[config.mk]
export PLATFORM = sky130hd
export DESIGN_NAME = azadi_rst_ctrl
export DESIGN_NICKNAME = d
export VERILOG_FILES = /design/src/rtl/azadi_rst_ctrl.sv
export SDC_FILE = /design/constraint.sdc
export NUM_CORES = 1
export LEC_CHECK = 0
export CORE_ASPECT_RATIO = 1.5
export CORE_MARGIN = 5
export CORE_UTILIZATION = 37
export CTS_CLUSTER_SIZE = 8
export DETAILED_ROUTE_END_ITERATION = 7
export PLACE_DENSITY = 0.51
export SLEW_MARGIN = 20
export SYNTH_ARGS = -nofsm -noshare
export SYNTH_HDL_FRONTEND = slang
export SYNTH_SLANG_ARGS = --single-unit
[constraint.sdc]
create_clock -name clk_i -period 2.4 [get_ports clk_i]
set_clock_uncertainty 0.05 [all_clocks]
set_input_delay 0.36 -clock clk_i [delete_from_list [all_inputs] [get_ports clk_i]]
set_output_delay 0.36 -clock clk_i [all_outputs]
set_load 0.05 [all_outputs]
[src/rtl/azadi_rst_ctrl.sv]
// Board-level reset sequencer: merges POR, debounced button and PLL lock into
// staged peripheral/core resets and records the last reset cause and event count.
module azadi_rst_ctrl #(
   parameter int unsigned SYNC_STAGES     = 2,
   parameter int unsigned DEBOUNCE_CYCLES = 50000,
   parameter int unsigned STRETCH_CYCLES  = 64,
   parameter int unsigned CORE_DELAY      = 16
) (
   input  logic       clk_i,
   input  logic       rst_ni,
   input  logic       btn_rst_ni,
   input  logic       pll_locked_i,
   output logic       periph_rst_no,
   output logic       core_rst_no,
   output logic [1:0] rst_cause_o,
   output logic [7:0] rst_count_o
);

   localparam int unsigned DBC_W   = $clog2(DEBOUNCE_CYCLES + 1);
   localparam int unsigned CNT_MAX = (STRETCH_CYCLES > CORE_DELAY) ? STRETCH_CYCLES : CORE_DELAY;
   localparam int unsigned CNT_W   = $clog2(CNT_MAX + 1);

   localparam logic [DBC_W-1:0] DBC_LIMIT    = DBC_W'(DEBOUNCE_CYCLES);
   localparam logic [CNT_W-1:0] STRETCH_LAST = CNT_W'(STRETCH_CYCLES - 1);
   localparam logic [CNT_W-1:0] CORE_LAST    = CNT_W'(CORE_DELAY - 1);

   localparam logic [1:0] WAIT_LOCK  = 2'd0;
   localparam logic [1:0] STRETCH    = 2'd1;
   localparam logic [1:0] PERIPH_REL = 2'd2;
   localparam logic [1:0] RUN        = 2'd3;

   localparam logic [1:0] CAUSE_POR = 2'b01;
   localparam logic [1:0] CAUSE_BTN = 2'b10;
   localparam logic [1:0] CAUSE_PLL = 2'b11;

   logic [SYNC_STAGES-1:0] btn_sync;
   logic [SYNC_STAGES-1:0] lock_sync;
   logic                   btn_s;
   logic                   lock_s;

   logic [DBC_W-1:0] dbc_q;
   logic             press;

   logic [1:0]       state_q, state_d;
   logic [CNT_W-1:0] cnt_q, cnt_d;
   logic [1:0]       cause_q, cause_d;
   logic [7:0]       count_q, count_d;
   logic             periph_q, core_q;

   // Both async inputs enter through their own synchronizer chain only.
   always_ff @(posedge clk_i or negedge rst_ni) begin
      if (!rst_ni) begin
         btn_sync  <= '0;
         lock_sync <= '0;
      end else begin
         btn_sync  <= {btn_sync[SYNC_STAGES-2:0], btn_rst_ni};
         lock_sync <= {lock_sync[SYNC_STAGES-2:0], pll_locked_i};
      end
   end

   assign btn_s  = btn_sync[SYNC_STAGES-1];
   assign lock_s = lock_sync[SYNC_STAGES-1];

   always_ff @(posedge clk_i or negedge rst_ni) begin
      if (!rst_ni) begin
         dbc_q <= '0;
      end else if (btn_s) begin
         dbc_q <= '0;
      end else if (dbc_q != DBC_LIMIT) begin
         dbc_q <= dbc_q + DBC_W'(1);
      end
   end

   // Saturated counter keeps press asserted while the button stays held.
   assign press = (dbc_q == DBC_LIMIT);

   always_comb begin
      state_d = state_q;
      cnt_d   = cnt_q;
      cause_d = cause_q;
      count_d = count_q;
      case (state_q)
         WAIT_LOCK: begin
            if (lock_s && btn_s) begin
               state_d = STRETCH;
               cnt_d   = '0;
            end
         end
         STRETCH: begin
            if (!lock_s || !btn_s) begin
               state_d = WAIT_LOCK;
               cnt_d   = '0;
            end else if (cnt_q == STRETCH_LAST) begin
               state_d = PERIPH_REL;
               cnt_d   = '0;
            end else begin
               cnt_d = cnt_q + CNT_W'(1);
            end
         end
         PERIPH_REL, RUN: begin
            // PLL loss takes priority over a simultaneous button press.
            if (!lock_s || press) begin
               state_d = WAIT_LOCK;
               cnt_d   = '0;
               cause_d = !lock_s ? CAUSE_PLL : CAUSE_BTN;
               if (count_q != 8'hFF) begin
                  count_d = count_q + 8'd1;
               end
            end else if (state_q == PERIPH_REL) begin
               if (cnt_q == CORE_LAST) begin
                  state_d = RUN;
                  cnt_d   = '0;
               end else begin
                  cnt_d = cnt_q + CNT_W'(1);
               end
            end
         end
         default: begin
            state_d = WAIT_LOCK;
            cnt_d   = '0;
         end
      endcase
   end

   always_ff @(posedge clk_i or negedge rst_ni) begin
      if (!rst_ni) begin
         state_q  <= WAIT_LOCK;
         cnt_q    <= '0;
         cause_q  <= CAUSE_POR;
         count_q  <= '0;
         periph_q <= 1'b0;
         core_q   <= 1'b0;
      end else begin
         state_q  <= state_d;
         cnt_q    <= cnt_d;
         cause_q  <= cause_d;
         count_q  <= count_d;
         periph_q <= (state_d == PERIPH_REL) || (state_d == RUN);
         core_q   <= (state_d == RUN);
      end
   end

   assign periph_rst_no = periph_q;
   assign core_rst_no   = core_q;
   assign rst_cause_o   = cause_q;
   assign rst_count_o   = count_q;

endmodule

==> qor.csv, run 1 <==
stage;metric;value;unit
synthesis;synth-seq-cells;40;
setup_path;path_delay_family;buffers and inverters;
synthesis;synth_warnings;0;
clocking;cts-buffers-inserted;5;
drt;drt_first_pass_iters;4;
synthesis;synth_area_leaders;dfrtp_1 49%, xnor2_1 4.0%, nor2_1 3.8%;
global_routing;grt_pass1_wl;6710;microns
setup_path;critPathCaptureType;primary output;
die;design.die.area;0.00695;sq mm
die;io_pins;16;
final_layout;syn_to_final_growth;16.4;%
placed_design;place.gp.congestion;0.824;
global_routing;grt-ovfl-total;0;
synthesis;synth-edff-count;0;
synthesis;synthTopCellsByCount;39 x dfrtp_1, 20 x nor2_1, 13 x nand2_1, 9 x xnor2_1;
placed_design;placed_area;0.00220;sq mm
setup_path;critical_path_buf_inv_count;1;
power;power_density;556;mW/mm^2
die;die-width;69.8;microns
global_routing;grt_use_total;11.9;%
global_routing;grt_max_degree;41;
global_routing;grt_pass1_vias;1464;
flow_run;maxCapViolations;0;
setup_path;crit_chain;clkdlybuf4s50_1;
outcome;status;complete, no violations;
drt;wl_per_cell;13.6;microns
final_layout;layout.nets;211;
final_layout;final_util;44.7;%
global_routing;antenna_found_initial;0;
hold_path;min_path_type;in2async;
synthesis;yosysTopAreaCell;dfrtp_1;
setup_path;crit_slowest_cell;clkdlybuf4s50_1;
setup_path;r2r_setup_slack;0.41;ns
synthesis;synth_cell_types;48;
sta;drv_slew;0;
final_layout;drive_gt1_share;11.8;%
final_layout;finalInstanceArea;0.00231;sq mm
synthesis;async_flop_share;100;%
clocking;cts_resized;0;
clocking;cts_hold_buf;0;
setup_path;crit_fanout;2;
die;core_area;0.00516;sq mm
drt;ant_nets;0;
drt;remaining_drc_errors;0;
clocking;clock-sinks;40;
sta;slew_headroom;40.9;%
drt;totalWireLength;3700;microns
synthesis;postSynthAreaPerCell;10.8;sq um
sta;min_period;2.03;ns
clocking;cts_tree;built;
synthesis;synth_top_area_share;49.2;%
clocking;clockRootBuffer;clkbuf_8;
setup_path;worst_ep_arrival_time;1.62;ns
power;peakVddDrop;305;uV
clocking;cts_buffer_depth;2;
power;p_leak;1.03;nW
setup_path;slowest_delay;0.80;ns
drt;vias;1425;
sta;setup_viol;0;
sta;period_share;84.4;%
sta;setup-tns-final;0;ns
sta;max_freq;0.494;GHz
die;die_y;99.6;microns
placed_design;dp_cells;264;
synthesis;synth-seq-area-share;50.6;%
placed_design;dp_hpwl;2710;microns
clocking;clk_latency;0.29;ns
final_layout;n_antenna_cell;0;
drt;dr.first_iter.drc_count;46;
clocking;post_cts_buffers;0;
sta;finalHoldViolCount;0;
clocking;clk_pin_slew;0.08;ns
synthesis;synth_area;0.00198;sq mm
power;finalPower;1.28;mW
final_layout;fin_cells;272;
die;rows;32;
sta;rsz0062_at_grt;no;
setup_path;crit_path_start_kind;flip-flop;
die;start_util;38.4;%
setup_path;path_class;reg2out;
synthesis;synth_top_flop_cell;dfrtp_1;
synthesis;syn_inst;184;
sta;tightest_slew;0.886;ns
placed_design;port_buffers;15;
drt;drt-vias-per-instance;5.24;
setup_path;required;1.99;ns
final_layout;fillers;509;
synthesis;synth.most_common_cell;dfrtp_1;
clocking;htree_levels;2;
synthesis;synth_nets;192;
registers in the layout, indices dropped and copies added (netlist names):
| name | cells |
|---|---|
| dbc_q | 16 |
| rst_count_o | 8 |
| cnt_q | 7 |
| btn_sync | 2 |
| lock_sync | 2 |
| rst_cause_o | 2 |
| core_rst_no | 1 |
| periph_rst_no | 1 |
| state_q | 1 |
worst paths after layout:
path	from	endpoint	cells after the start
hold reg to reg	lock_sync[0]$_DFF_PN0_	lock_sync[1]$_DFF_PN0_	0
max in group asynchronous	rst_ni	rst_count_o[1]$_DFFE_PN0P_	1
setup / recovery	rst_cause_o[0]$_DFFE_PN1P_	rst_cause_o[0]	1
setup reg to reg	dbc_q[0]$_DFFE_PN0P_	rst_count_o[1]$_DFFE_PN0P_	7
hold / removal	rst_ni	dbc_q[5]$_DFFE_PN0P_	1
min in group clk_i	lock_sync[0]$_DFF_PN0_	lock_sync[1]$_DFF_PN0_	0
routing by layer:
metal / track usage, % / up-vias / share of wire (%)
met2: 21.2 / 17 / 53
li1: - / 691 / -
met1: 13.9 / 713 / 44
met5: 0 / - / 0
met3: 2.53 / 4 / 2.4
met4: 4.42 / 0 / 1.2
cell families after synthesis:
| group | after synthesis | share of synthesized area [%] |
|---|---|---|
| buffers and inverters | 10 | 2.34 |
| adders and majority gates | 4 | 2.53 |
| DFF | 40 | 50.6 |
| AOI/OAI and AO/OA | 29 | 10.7 |
| muxes | 5 | 2.78 |
| and+or+nand+nor | 80 | 24.1 |
| xor gates and xnor gates | 16 | 7.07 |
cell type report:
class / instances / area (sq um) / area share [%]
clock buffer: 5 / 68.8 / 2.98
clock inverter: 3 / 42.5 / 1.84
inverter: 6 / 22.5 / 0.976
multi-input combinational: 134 / 933 / 40.5
sequential: 40 / 1000 / 43.4
tap: 68 / 85.1 / 3.69
timing repair buffer: 16 / 153 / 6.62
layout by cell type (no fill, tap or decap), types with 2 or more instances in the layout:
master and count:
nand3_1 6, and4_1 2, nand4_2 2, nor2b_1 2, and4bb_1 3, nor2_1 20
a22o_1 5, dfrtp_1 39, nor3_1 2, xnor2_1 9, nand2_1 13, xor2_1 7
inv_1 6, nand2b_1 2, nand4_1 5, ha_1 4, or3_1 4, mux2_2 2
mux2_1 2, o21ai_1 3, a41o_1 2, and2_1 3, clkdlybuf4s50_1 14, a21oi_1 4
clkbuf_8 5, o21ai_0 7, and3_1 6
metrics by stage:
stage	hold slack, ns	setup slack, ns
after floorplan	0.0144	0.589
after global placement	0.286	0.468
after detailed placement	0.292	0.382
after CTS	0.174	0.338
after global routing	0.222	0.249
final	0.143	0.374
power breakdown:
group          internal (mW)  switching, mW  total, mW
Combinational         0.0180         0.0312     0.0492
Sequential             0.683         0.0116      0.694
Clock                  0.308          0.232      0.540
Total                   1.01          0.275       1.28
No activity file was read; power rests on OpenSTA's default activity.
==> inputs of run 2 (changes only) <==
clock period = 2.1 ns   (was 2.4 ns; I/O delays follow)
==> qor.csv, run 2 (same netlist as run 1, synthesis figures left out) <==
stage;metric;value;unit;change
sta;final.setup.worst_slack;0.116;ns;-0.258 ns
setup_path;crit_cells;7;;+6
final_layout;finalInstanceArea;0.00236;sq mm;+2.3%
setup_path;r2r_setup_slack;0.12;ns;-0.29 ns
final_layout;syn_to_final_growth;19.1;%;
sta;drv_slew;0;;unchanged
drt;wl_per_cell;14.4;microns;+5.7%
setup_path;required;2.23;ns;+0.24 ns
sta;finalHoldViolCount;0;;unchanged
flow_run;maxCapViolations;0;;unchanged
setup_path;endpoint;cnt_q[3]$_DFFE_PN0P_;;
final_layout;fin_cells;276;;+1.5%
setup_path;critPathCaptureType;flip-flop;;
drt;drt_first_pass_iters;4;;unchanged
hold_path;min_path_type;in2async;;
clocking;clock-sinks;40;;unchanged
die;core_area;0.00516;sq mm;unchanged
clocking;cts-buffers-inserted;5;;unchanged
die;design.die.area;0.00695;sq mm;unchanged
global_routing;grt-ovfl-total;0;;unchanged
placed_design;dp_hpwl;2830;microns;+4.3%
die;io_pins;16;;unchanged
setup_path;path_delay_family;compound AO/OA/AOI/OAI gates;;
sta;period_share;94.5;%;
setup_path;crit_path_start_kind;flip-flop;;
global_routing;grt_pass1_vias;1503;;+2.7%
final_layout;drive_gt1_share;13.5;%;+1.7 points
global_routing;grt_use_total;12.3;%;+0.44 points
sta;min_period;1.98;ns;
placed_design;dp_cells;267;;+1.1%
die;die_y;99.6;microns;unchanged
drt;dr.first_iter.drc_count;58;;+26%
setup_path;crit_fanout;5;;+3
die;rows;32;;unchanged
drt;remaining_drc_errors;0;;unchanged
clocking;clk_pin_slew;0.08;ns;about the same
global_routing;grt_max_degree;41;;unchanged
final_layout;final_common_cell;dfrtp_1;;
drt;totalWireLength;3970;microns;+7.2%
final_layout;top_register;dbc_q;;
final_layout;final_cell_mix;39 x dfrtp_1, 20 x nor2_1, 14 x clkdlybuf4s50_1, 13 x nand2_1, 9 x xnor2_1;;
clocking;htree_levels;2;;unchanged
clocking;cts_hold_buf;0;;unchanged
final_layout;layout.nets;215;;+1.9%
setup_path;critical_path_buf_inv_count;1;;unchanged
drt;ant_nets;0;;unchanged
setup_path;ff2ff_path_depth;7;;unchanged
drt;vias;1432;;+0.49%
setup_path;crit_chain;inv_1 -> ha_1 -> and4bb_1 -> and4_4 -> o31a_1 -> o21ai_1 -> a22o_1;;
setup_path;crit_slowest_cell;dfrtp_1;;
sta;max_freq;0.504;GHz;
placed_design;dp_slack;0.0752;ns;-0.307 ns
drt;drt-vias-per-instance;5.19;;-0.97%
die;start_util;38.4;%;unchanged
final_layout;largest_reg_flops;16;;unchanged
setup_path;cp-startpoint;dbc_q[0]$_DFFE_PN0P_;;
clocking;cts_buffer_depth;2;;unchanged
final_layout;fillers;495;;-2.8%
power;power_density;654;mW/mm^2;+18%
clocking;cts_tree;built;;
sta;setup_viol;0;;unchanged
global_routing;antenna_found_initial;0;;unchanged
die;die-width;69.8;microns;unchanged
final_layout;n_antenna_cell;0;;unchanged
setup_path;worst_ep_arrival_time;2.12;ns;+0.50 ns
power;p_leak;1.07;nW;+3.6%
setup_path;path_class;reg2reg;;
clocking;clockRootBuffer;clkbuf_8;;
sta;slew_headroom;65.3;%;+24 points
placed_design;placed_area;0.00222;sq mm;+1.0%
setup_path;timing.rr.end;cnt_q[3]$_DFFE_PN0P_;;
outcome;status;complete, no violations;;
clocking;clk_latency;0.29;ns;about the same
setup_path;r2r-start;dbc_q[0]$_DFFE_PN0P_;;
power;peakVddDrop;366;uV;+20%
global_routing;grt_pass1_wl;6890;microns;+2.6%
setup_path;slowest_delay;0.40;ns;-0.40 ns
placed_design;place.gp.congestion;0.803;;-2.5%
sta;tightest_slew;0.520;ns;-0.366 ns
placed_design;port_buffers;15;;unchanged
==> run 2: where the power goes <==
part	switching, mW	leakage, nW	internal [mW]
Sequential	0.0101	0.542	0.780
Clock	0.267	0.0645	0.419
Combinational	0.0418	0.462	0.0247
==> run 2: repair_timing <==
action | in CTS | in global routing
gates resized for setup | 0 | 1
buffers inserted | 0 | 1
endpoints found under the setup margin | 0 | 5
==> run 2: final cells by class <==
class / instances / area, sq um / share of cell area (%)
timing repair buffer: 20 / 183 / 7.74
sequential: 40 / 1000 / 42.4
multi-input combinational: 134 / 942 / 39.9
inverter: 6 / 22.5 / 0.954
clock inverter: 1 / 30.0 / 1.27
clock buffer: 7 / 96.3 / 4.08
tap: 68 / 85.1 / 3.60
==> run 2: metrics by stage <==
step                power [mW]  utilization [%]  hold slack (ns)  TNS [ns]
finish                    1.54             45.7           0.0255         0
global route              1.61             45.7           0.0804   -0.0351
CTS                       1.58             45.4           0.0471         0
detailed placement       0.875             43.0            0.286         0
global placement         0.870             43.0            0.283         0
floorplan                0.838                -          -0.0306         0
==> run 2: routing by layer <==
layer	vias up	wire length, microns	GRT usage [%]
li1	699	-	-
met3	6	114	2.83
met1	708	1680	13.7
met4	0	66	4.87
met5	-	0	0
met2	19	2110	22.5
==> run 2: worst reg2reg max path, delay by kind of cell (launching register included) <==
family | cells | cell delay [ns]
AO/OA/AOI/OAI | 3 | 0.63
adder cells (fa/ha/maj) | 1 | 0.15
buffers and inverters | 1 | 0.09
flip-flops | 1 | 0.40
AND/OR/NAND/NOR | 2 | 0.55
==> run 2: worst min path at each step <==
| stage | endpoint | slack, ns | depth (start not counted) |
|---|---|---|---|
| 2_1_floorplan | btn_sync[0]$_DFF_PN0_ | -0.03 | 0 |
| 3_3_place_gp | lock_sync[1]$_DFF_PN0_ | 0.28 | 0 |
| 3_5_place_dp | lock_sync[1]$_DFF_PN0_ | 0.29 | 0 |
| 4_1_cts | dbc_q[6]$_DFFE_PN0P_ | 0.05 | 2 |
| 5_1_grt | rst_count_o[1]$_DFFE_PN0P_ | 0.08 | 2 |
| 6_report | dbc_q[15]$_DFFE_PN0P_ | 0.03 | 2 |
